[src/rtl/mmc_pkg.sv]
// ----------------------------------------------------------------------------
// mmc_pkg
// Shared constants for the 2-cell half-bridge MMC arm blocks.
//   Level codes : LVL_NEG2 (-2Vdc) .. LVL_POS2 (+2Vdc), LVL_ZERO = 0 V
//   REF_STEP    : reference LSBs per level step
//   REF_MAX     : largest meaningful reference (level 4, zero fraction)
// ----------------------------------------------------------------------------
package mmc_pkg;

    localparam logic [2:0] LVL_NEG2 = 3'd0;
    localparam logic [2:0] LVL_NEG1 = 3'd1;
    localparam logic [2:0] LVL_ZERO = 3'd2;
    localparam logic [2:0] LVL_POS1 = 3'd3;
    localparam logic [2:0] LVL_POS2 = 3'd4;

    localparam int REF_STEP = 256;
    localparam int REF_MAX  = 1024;

endpackage

[src/rtl/arm_level_modulator_if.sv]
// ----------------------------------------------------------------------------
// arm_level_modulator_if
// Bundle between the per-arm reference generator (master) and the arm level
// modulator (slave).
//   en           : modulator enable                     (master -> slave)
//   arm_ref      : unsigned arm reference, REF_W bits   (master -> slave)
//   vc_level     : registered 3-bit level code          (slave -> master)
//   period_flag  : strobe, vc_level valid this cycle    (slave -> master)
//   period_start : strobe at start of each period       (slave -> master)
// ----------------------------------------------------------------------------
interface arm_level_modulator_if #(
    parameter int REF_W = 11
) ();

    logic             en;
    logic [REF_W-1:0] arm_ref;
    logic [2:0]       vc_level;
    logic             period_flag;
    logic             period_start;

    modport master (
        output en,
        output arm_ref,
        input  vc_level,
        input  period_flag,
        input  period_start
    );

    modport slave (
        input  en,
        input  arm_ref,
        output vc_level,
        output period_flag,
        output period_start
    );

endinterface

[src/rtl/arm_duty_calc.sv]
// ----------------------------------------------------------------------------
// arm_duty_calc
// Purely combinational duty calculation for one switching period.
//   arm_ref : unsigned reference, clamped to REF_MAX
//   base    : lower level of the pair the period modulates between
//   hi      : cycles spent at base+1 at the start of the period (0 = none)
// Pulses shorter than MIN_ON at either level are dropped; a period that
// would sit at base+1 for the whole time is promoted to a plain base+1.
// ----------------------------------------------------------------------------
module arm_duty_calc
    import mmc_pkg::*;
#(
    parameter int PER_W  = 8,
    parameter int MIN_ON = 4,
    parameter int REF_W  = 11
) (
    input  logic [REF_W-1:0] arm_ref,
    output logic [2:0]       base,
    output logic [PER_W:0]   hi
);

    localparam int FRAC_W = $clog2(REF_STEP);

    localparam logic [REF_W-1:0] REF_MAX_V = REF_W'(REF_MAX);
    localparam logic [PER_W:0]   PERIOD_V  = (PER_W+1)'(2 ** PER_W);
    localparam logic [PER_W:0]   MIN_ON_V  = (PER_W+1)'(MIN_ON);
    localparam logic [PER_W:0]   HI_LIMIT  = PERIOD_V - MIN_ON_V;

    logic [REF_W-1:0]         r;
    logic [FRAC_W-1:0]        frac;
    logic [2:0]               base_raw;
    logic [PER_W+FRAC_W-1:0]  prod;
    logic [PER_W:0]           hi_raw;

    // The fraction scaled to the period length is the raw high-level dwell.
    // Too-short high pulses vanish; too-short low pulses turn the whole
    // period into the upper level, expressed as base+1 with no transition.
    always_comb begin
        r        = (arm_ref > REF_MAX_V) ? REF_MAX_V : arm_ref;
        frac     = r[FRAC_W-1:0];
        base_raw = r[FRAC_W+2:FRAC_W];
        prod     = {frac, {PER_W{1'b0}}};
        hi_raw   = (PER_W+1)'(prod >> FRAC_W);

        base = base_raw;
        hi   = hi_raw;
        if (hi_raw < MIN_ON_V) begin
            hi = '0;
        end else if (hi_raw > HI_LIMIT) begin
            base = base_raw + 3'd1;
            hi   = '0;
        end
    end

endmodule

[src/rtl/arm_level_modulator.sv]
// ----------------------------------------------------------------------------
// arm_level_modulator
// Per-arm nearest-level PWM modulator. Each 2^PER_W-cycle period starts at
// base+1 for hi cycles (if hi > 0), then drops to base for the remainder.
//   clk  : system clock
//   rst  : asynchronous reset, active-high
//   bus  : arm_level_modulator_if.slave
//          en, arm_ref in; vc_level, period_flag, period_start out
// vc_level only changes in cycles where period_flag is high, so the
// balancing block can latch it on the flag.
// ----------------------------------------------------------------------------
module arm_level_modulator
    import mmc_pkg::*;
#(
    parameter int PER_W  = 8,
    parameter int MIN_ON = 4,
    parameter int REF_W  = 11
) (
    input  logic                  clk,
    input  logic                  rst,
    arm_level_modulator_if.slave  bus
);

    logic [PER_W-1:0] cnt_q;
    logic [PER_W-1:0] cnt_d;
    logic [2:0]       vc_q;
    logic [2:0]       vc_d;
    logic [2:0]       base_r;
    logic [2:0]       base_d;
    logic [PER_W:0]   hi_r;
    logic [PER_W:0]   hi_d;
    logic             flag_q;
    logic             flag_d;
    logic             start_q;
    logic             start_d;

    logic [2:0]       base_calc;
    logic [PER_W:0]   hi_calc;

    arm_duty_calc #(
        .PER_W  (PER_W),
        .MIN_ON (MIN_ON),
        .REF_W  (REF_W)
    ) u_duty (
        .arm_ref (bus.arm_ref),
        .base    (base_calc),
        .hi      (hi_calc)
    );

    // Period sequencing. The reference is only sampled when cnt is 0, so a
    // reference change mid-period waits for the next period. Disabling
    // parks the counter at 0 so re-enabling starts a fresh period at once.
    always_comb begin
        cnt_d   = cnt_q;
        vc_d    = vc_q;
        base_d  = base_r;
        hi_d    = hi_r;
        flag_d  = 1'b0;
        start_d = 1'b0;

        if (!bus.en) begin
            cnt_d = '0;
        end else if (cnt_q == '0) begin
            base_d  = base_calc;
            hi_d    = hi_calc;
            vc_d    = (hi_calc != '0) ? base_calc + 3'd1 : base_calc;
            flag_d  = 1'b1;
            start_d = 1'b1;
            cnt_d   = PER_W'(1);
        end else begin
            if ((hi_r != '0) && ({1'b0, cnt_q} == hi_r)) begin
                vc_d   = base_r;
                flag_d = 1'b1;
            end
            cnt_d = cnt_q + PER_W'(1);
        end
    end

    // State and output registers; reset parks the arm at the zero level.
    always_ff @(posedge clk or posedge rst) begin
        if (rst) begin
            cnt_q   <= '0;
            vc_q    <= LVL_ZERO;
            base_r  <= LVL_ZERO;
            hi_r    <= '0;
            flag_q  <= 1'b0;
            start_q <= 1'b0;
        end else begin
            cnt_q   <= cnt_d;
            vc_q    <= vc_d;
            base_r  <= base_d;
            hi_r    <= hi_d;
            flag_q  <= flag_d;
            start_q <= start_d;
        end
    end

    assign bus.vc_level     = vc_q;
    assign bus.period_flag  = flag_q;
    assign bus.period_start = start_q;

endmodule

[src/flat_wrapper.sv]
// flat-port wrapper written by rule: the top's interface ports become plain ports
module arm_level_modulator_flat import mmc_pkg::*;
#(
    parameter int PER_W  = 8,
    parameter int MIN_ON = 4,
    parameter int REF_W  = 11
)
  (clk, rst, bus_en, bus_arm_ref, bus_vc_level, bus_period_flag, bus_period_start);
  arm_level_modulator_if #(.REF_W(REF_W)) bus_i ();
  input  logic clk;
  input  logic rst;
  input wire logic [$bits(bus_i.en)-1:0] bus_en;
  input wire logic [$bits(bus_i.arm_ref)-1:0] bus_arm_ref;
  output wire logic [$bits(bus_i.vc_level)-1:0] bus_vc_level;
  output wire logic [$bits(bus_i.period_flag)-1:0] bus_period_flag;
  output wire logic [$bits(bus_i.period_start)-1:0] bus_period_start;
  assign bus_i.en = bus_en;
  assign bus_i.arm_ref = bus_arm_ref;
  assign bus_vc_level = bus_i.vc_level;
  assign bus_period_flag = bus_i.period_flag;
  assign bus_period_start = bus_i.period_start;
  arm_level_modulator #(.PER_W(PER_W), .MIN_ON(MIN_ON), .REF_W(REF_W)) u_core (.clk(clk), .rst(rst), .bus(bus_i));
endmodule
[config.mk]
export PLATFORM = sky130hd
export DESIGN_NAME = arm_level_modulator_flat
export DESIGN_NICKNAME = d
export VERILOG_FILES = /design/src/rtl/mmc_pkg.sv /design/src/rtl/arm_level_modulator_if.sv /design/src/rtl/arm_duty_calc.sv /design/src/rtl/arm_level_modulator.sv /design/src/flat_wrapper.sv
export SDC_FILE = /design/constraint.sdc
export NUM_CORES = 1
export LEC_CHECK = 0
export CORE_UTILIZATION = 35
export DETAILED_ROUTE_END_ITERATION = 8
export GPL_TIMING_DRIVEN = 0
export PLACE_DENSITY = 0.51
export REMOVE_ABC_BUFFERS = 1
export SLEW_MARGIN = 30
export SYNTH_ARGS = -nofsm -noshare
export SYNTH_HDL_FRONTEND = slang
export SYNTH_SLANG_ARGS = --single-unit
export TNS_END_PERCENT = 1
[constraint.sdc]
create_clock -name clk -period 5 [get_ports clk]
set_input_delay 0.5 -clock clk [delete_from_list [all_inputs] [get_ports clk]]
set_output_delay 0.5 -clock clk [all_outputs]
set_load 0.02 [all_outputs]
-- After elaboration in Yosys (flattened, before gate mapping)
Cells that the tools add are included.
- register bits: 25
- bits in latches: 0
- RAM bits: 0
- bits in read-only memories: 0
- bits of input ports: 14
- logic and storage cells: 35
- memories kept: 0
- $add $sub $neg: 3
- multipliers: 0
- div/mod/pow operators: 0
- $lt $le $gt $ge: 3
- equality and inequality tests: 1
- shift operators: 0
- muxes and demuxes: 15
- bitwise operators: 0
- reduce and logical (&&, ||, !) cells: 7
- operators by type and width (cell ; number):
    8-bit two-way mux ; 4
    9-bit nonzero test ; 2
    3-bit two-way mux ; 5
    11-bit > comparator, second input constant ; 1
    11-bit two-way mux ; 1
    8-bit by 9-bit == test with 1-bit output ; 1
    8-bit by 1-bit adder with 8-bit output, second input constant ; 1
    8-bit > comparator, second input constant ; 1
    8-bit logical NOT ; 1
    8-bit by 3-bit less-than comparator with 1-bit output, second input constant ; 1
    3-bit by 1-bit adder with 3-bit output, second input constant ; 2
    1-bit two-way mux ; 5
    2-bit AND reduction ; 2
    2-bit nonzero test ; 1
    1-bit logical AND ; 1

-- Longest topological paths before layout
- depth after elaboration: 8
- mapped depth: 10

-- By module
Synthesis repeated with hierarchy kept, for this count alone.
- cell total of the unflattened synthesis: 135
- area, all modules: 1428.9 um2
- modules (own cells, without submodules) (module ; instances ; cells each ; area an instance (um2)):
    arm_level_modulator ; 1 ; 105 ; 1226.2
    arm_duty_calc ; 1 ; 30 ; 202.7

-- Worst setup path after synthesis
OpenSTA, ideal clock, no wires.
- path type: input -> register
- from: input port bus_arm_ref[10]
- to: register u_core.vc_q[1] (netlist: u_core.bus.vc_level[1])
- data arrival time: 2.579 ns
- setup slack: 2.337 ns
- stages: 10
- path buffers: 1
- path through: clkbuf_1 > nor2b_1 > ha_1 > inv_1 > or4_1 > nand2_1 > ha_1 > o41a_1 > a22oi_1 > mux2i_1
- word-level cells in the longest chain between the ends: 8
- ends and longest elaborated chain (what ; line ; RTL):
    start, declared ; flat_wrapper.sv:13 ; input wire logic [$bits(bus_i.arm_ref)-1:0] bus_arm_ref;
    11-bit > comparator (*) ; arm_duty_calc.sv:39 ; r = (arm_ref > REF_MAX_V) ? REF_MAX_V : arm_ref;
    11-bit two-way mux (*) ; arm_duty_calc.sv:39 ;
    8-bit > comparator or 3-bit by 1-bit adder with 3-bit output (tied branches) ; arm_duty_calc.sv:49, arm_duty_calc.sv:50 ;
    3-bit two-way mux ; arm_duty_calc.sv:49 ; end else if (hi_raw > HI_LIMIT) begin
    3-bit two-way mux (*) ; arm_duty_calc.sv:47 ; if (hi_raw < MIN_ON_V) begin
    net u_core.base_calc[1] ; arm_level_modulator.sv:37 ; logic [2:0] base_calc;
    3-bit by 1-bit adder with 3-bit output ; arm_level_modulator.sv:66 ; vc_d = (hi_calc != '0) ? base_calc + 3'd1 : base_calc;
    3-bit two-way mux (*) ; arm_level_modulator.sv:66 ;
    3-bit two-way mux (*) ; arm_level_modulator.sv:63 ; end else if (cnt_q == '0) begin
    end signal, assigned ; arm_level_modulator.sv:90 ; vc_q <= vc_d;
    end, declared ; arm_level_modulator.sv:26 ; logic [2:0] vc_q;
Mark *: on every way through the listed nets, which the timed path passes. The rest lies on a longest branch.
A chain may end at the register's enable or synchronous reset.

-- Worst setup path after layout
Same ends and word-level chain as after synthesis.

==> insert_results.sql <==
INSERT INTO impl_metrics (metric_group, metric, value, unit) VALUES
('sta', 'rsz0062_at_grt', 'no', ''),
('cells_and_area', 'layout-area-overhead-vs-synth', '21.5', '%'),
('clock_network', 'cts_num_sinks', '24', ''),
('sta', 'worst-slew-pin-transition', '499', 'ps'),
('sta', 'max_slew_margin', '66.7', '%'),
('power_and_ir_drop', 'fraction_of_power_consumed_by_the_clock_network', '25.5', '%'),
('cells_and_area', 'area_used_by_multi_input_combinational_logic', '681', 'sq um'),
('critical_path', 'crit_start', 'bus_arm_ref[10]', ''),
('logic_synthesis', 'netlist_area', '1330', 'sq um'),
('critical_path', 'r2r_start', 'u_core.cnt_q[5]', ''),
('logic_synthesis', 'ys_async_sr_fraction', '100', '%'),
('die', 'die_w', '63.7', 'um'),
('power_and_ir_drop', 'power.share.sequential', '48.0', '%'),
('cells_and_area', 'layout.filler_cells', '372', ''),
('logic_synthesis', 'synth_top_family_by_area', 'simple AND/OR/NAND/NOR gates', ''),
('die', 'floorplan.initialDensity', '36.4', '%'),
('die', 'floorplan.rows', '22', ''),
('clock_network', 'cts_setup_buffers', '0', ''),
('grt', 'gr-usage-all-layers', '15.0', '%'),
('sta', 'setup_viol', '0', ''),
('logic_synthesis', 'number_of_warnings_issued_by_yosys', '0', ''),
('cells_and_area', 'finalNonFillerCells', '203', ''),
('critical_path', 'timing.setup.critical_path_class', 'primary input to flop', ''),
('placement', 'hpwlAfterDp', '2150', 'um'),
('logic_synthesis', 'muxShareOfSynthArea', '4.13', '%'),
('power_and_ir_drop', 'internal_power', '0.000366', 'W'),
('hold_path', 'timing.hold.worst.class', 'flop to flop', ''),
('clock_network', 'clock_latency', '270', 'ps'),
('sta', 'final-max-slew-violation-count', '0', ''),
('logic_synthesis', 'synth_compound_gate_area_share', '12.6', '%'),
('placement', 'buffer_ports.inserted', '18', ''),
('grt', 'number_of_antenna_violations_at_the_first_check_in_global_routing', '0', ''),
('cells_and_area', 'final_layout_size_suffix_gt1_share', '10.3', '%'),
('logic_synthesis', 'synth.lib_cells_used.distinct', '37', ''),
('detailed_routing', 'totalWireLength', '2790', 'um'),
('clock_network', 'library_cell_used_as_clock_root_buffer', 'sky130_fd_sc_hd__clkbuf_8', ''),
('logic_synthesis', 'syn_avg_cell_area', '9.88', 'sq um'),
('die', 'pin_count', '19', ''),
('power_and_ir_drop', 'cellPowerDensity', '319', 'nW/um^2'),
('outcome', 'result_of_the_run', 'finished clean', ''),
('logic_synthesis', 'synthCells', '135', ''),
('clock_network', 'max-clock-path-buffers', '2', ''),
('detailed_routing', 'drtIter0Drc', '44', ''),
('grt', 'grt_overflow', '0', ''),
('cells_and_area', 'area.sequential', '603', 'sq um'),
('critical_path', 'regToRegSetupSlack', '3110', 'ps'),
('clock_network', 'clk_pin_slew_worst_paths', '80', 'ps'),
('logic_synthesis', 'ys_seq_elements', '24', ''),
('grt', 'number_of_global_route_vias_before_repair', '999', ''),
('logic_synthesis', 'synth_ff_type', 'sky130_fd_sc_hd__dfrtp_1', ''),
('logic_synthesis', 'synthesized_area_fraction_occupied_by_and_or_nand_nor_cells', '20.7', '%'),
('sta', 'report.final.hold_viol_count', '0', ''),
('detailed_routing', 'final_antenna_net_count', '0', ''),
('power_and_ir_drop', 'power_frac_comb', '26.5', '%'),
('cells_and_area', 'insertedDiodeCount', '0', ''),
('power_and_ir_drop', 'vdd_drop_max', '0.000133', 'V'),
('critical_path', 'cp.required', '5200', 'ps'),
('sta', 'final.setup.tns', '0', 'ps'),
('clock_network', 'post_cts_resized', '0', ''),
('flow_run', 'maxCapViolations', '0', ''),
('critical_path', 'critical_path_arrival', '3190', 'ps'),
('clock_network', 'cts-htree-levels', '1', ''),
('die', 'core_area', '3660', 'sq um'),
('critical_path', 'path_max_fanout', '12', ''),
('detailed_routing', 'routed-via-count', '1022', ''),
('grt', 'grt_max_degree', '25', ''),
('critical_path', 'worst_r2r_path_depth', '5', ''),
('logic_synthesis', 'synth-edff-count', '0', ''),
('grt', 'grt_pass1_wl', '4670', 'um'),
('sta', 'min_period', '2990', 'ps'),
('sta', 'clock-skew-final', '1.32', 'ps');
[cells by family (layout without fill, tap and decap cells)]
group           after synthesis  in the layout
simple gates                 54             54
flops                        24             24
compound gates               20             20
xor+xnor                     15             15
buf+inv                      13             33
mux                           5              5
fa+ha+maj                     4              4
[routing by layer]
layer	routed length, um	global-route usage, %
met1	1300	18.4
met2	1350	26.1
met3	97	2.68
met4	42	5.11
met5	0	0
[critical path, cell delays in order]
cell                              delay [ps]
sky130_fd_sc_hd__clkdlybuf4s50_1         730
sky130_fd_sc_hd__nor2b_1                 110
sky130_fd_sc_hd__ha_1                    290
sky130_fd_sc_hd__inv_1                    30
sky130_fd_sc_hd__or4_1                   510
sky130_fd_sc_hd__nand2_1                 120
sky130_fd_sc_hd__ha_1                    230
sky130_fd_sc_hd__o41a_1                  400
sky130_fd_sc_hd__a22oi_1                 180
sky130_fd_sc_hd__mux2i_1                  90
[synth_stat cells, types with 2 or more instances]
master	instances	area (sq um)
sky130_fd_sc_hd__a21oi_1	4	20.0
sky130_fd_sc_hd__a22o_1	4	35.0
sky130_fd_sc_hd__and3_1	4	25.0
sky130_fd_sc_hd__dfrtp_1	22	551
sky130_fd_sc_hd__dfstp_2	2	52.6
sky130_fd_sc_hd__ha_1	4	50.1
sky130_fd_sc_hd__inv_1	11	41.3
sky130_fd_sc_hd__mux2_1	2	22.5
sky130_fd_sc_hd__mux2_2	2	22.5
sky130_fd_sc_hd__nand2_1	12	45.0
sky130_fd_sc_hd__nand3_1	10	50.1
sky130_fd_sc_hd__nand4_1	3	18.8
sky130_fd_sc_hd__nor2_1	13	48.8
sky130_fd_sc_hd__nor2b_1	2	12.5
sky130_fd_sc_hd__nor3_1	2	10.0
sky130_fd_sc_hd__nor4_1	2	12.5
sky130_fd_sc_hd__o21ai_0	2	10.0
sky130_fd_sc_hd__o41ai_1	2	17.5
sky130_fd_sc_hd__xnor2_1	10	87.6
sky130_fd_sc_hd__xor2_1	5	43.8
[power by group through the flow]
stage           logic, W  clock network [W]  registers, W
2_1_floorplan  0.0000706                  0      0.000263
3_3_place_gp    0.000136                  0      0.000251
3_5_place_dp    0.000138                  0      0.000253
4_1_cts         0.000139           0.000136      0.000249
5_1_grt         0.000150           0.000142      0.000253
6_report        0.000137           0.000132      0.000248
[metrics by stage]
step	util, %	hold WS, ps	setup slack [ps]	power [W]	area, sq um
global placement	42.8	460	1740	0.000388	1570
finish	44.3	477	2010	0.000517	1620
floorplan	-	450	2570	0.000333	1330
CTS	44.3	481	2020	0.000523	1620
global route	44.3	505	1840	0.000545	1620
detailed placement	42.8	468	1730	0.000391	1570
[sequential cells by signal, summed over array words and instances (netlist names)]
register / cells
u_core.cnt_q: 8
u_core.hi_r: 8
u_core.base_r: 3
u_core.bus.vc_level: 3
u_core.bus.period_flag: 1
u_core.bus.period_start: 1
[area by class of cell]
class / instances / area share [%]
Clock buffer: 4 / 3.40
Inverter: 11 / 2.55
Multi-Input combinational cell: 98 / 42.0
Sequential cell: 24 / 37.2
Tap cell: 48 / 3.71
Timing Repair Buffer: 18 / 11.1
[cells in the final DEF, fill, tap and decap left out, drive strengths merged]
master | synthesis | final
clkdlybuf4s50 | 0 | 18
nor4 | 3 | 3
xnor2 | 10 | 10
nand3 | 10 | 10
mux2 | 4 | 4
o31ai | 1 | 1
or4 | 1 | 1
nand4b | 1 | 1
mux2i | 1 | 1
clkbuf | 1 | 4
o311ai | 1 | 1
a21oi | 4 | 4
and3 | 5 | 5
xor2 | 5 | 5
nor2 | 14 | 14
a211oi | 1 | 1
nand2 | 13 | 13
a22o | 4 | 4
o41ai | 2 | 2
inv | 11 | 11
ha | 4 | 4
o31a | 1 | 1
a22oi | 1 | 1
nor3 | 2 | 2
nand4 | 3 | 3
o211ai | 2 | 2
dfrtp | 22 | 22
o41a | 1 | 1
dfstp | 2 | 2
o21ai | 2 | 2
nor2b | 2 | 2
[worst min-delay path by stage]
stage	end	slack, ps	from	depth (start not counted)
3_3_place_gp	u_core.bus.vc_level[1]	460	u_core.bus.vc_level[1]	2
4_1_cts	u_core.bus.vc_level[1]	480	u_core.bus.vc_level[1]	2
6_report	u_core.bus.vc_level[1]	480	u_core.bus.vc_level[1]	2
2_1_floorplan	u_core.base_r[2]	450	u_core.base_r[2]	2
5_1_grt	u_core.bus.vc_level[1]	500	u_core.bus.vc_level[1]	2
3_5_place_dp	u_core.bus.vc_level[1]	470	u_core.bus.vc_level[1]	2
Power figures use the tool's default switching activity.
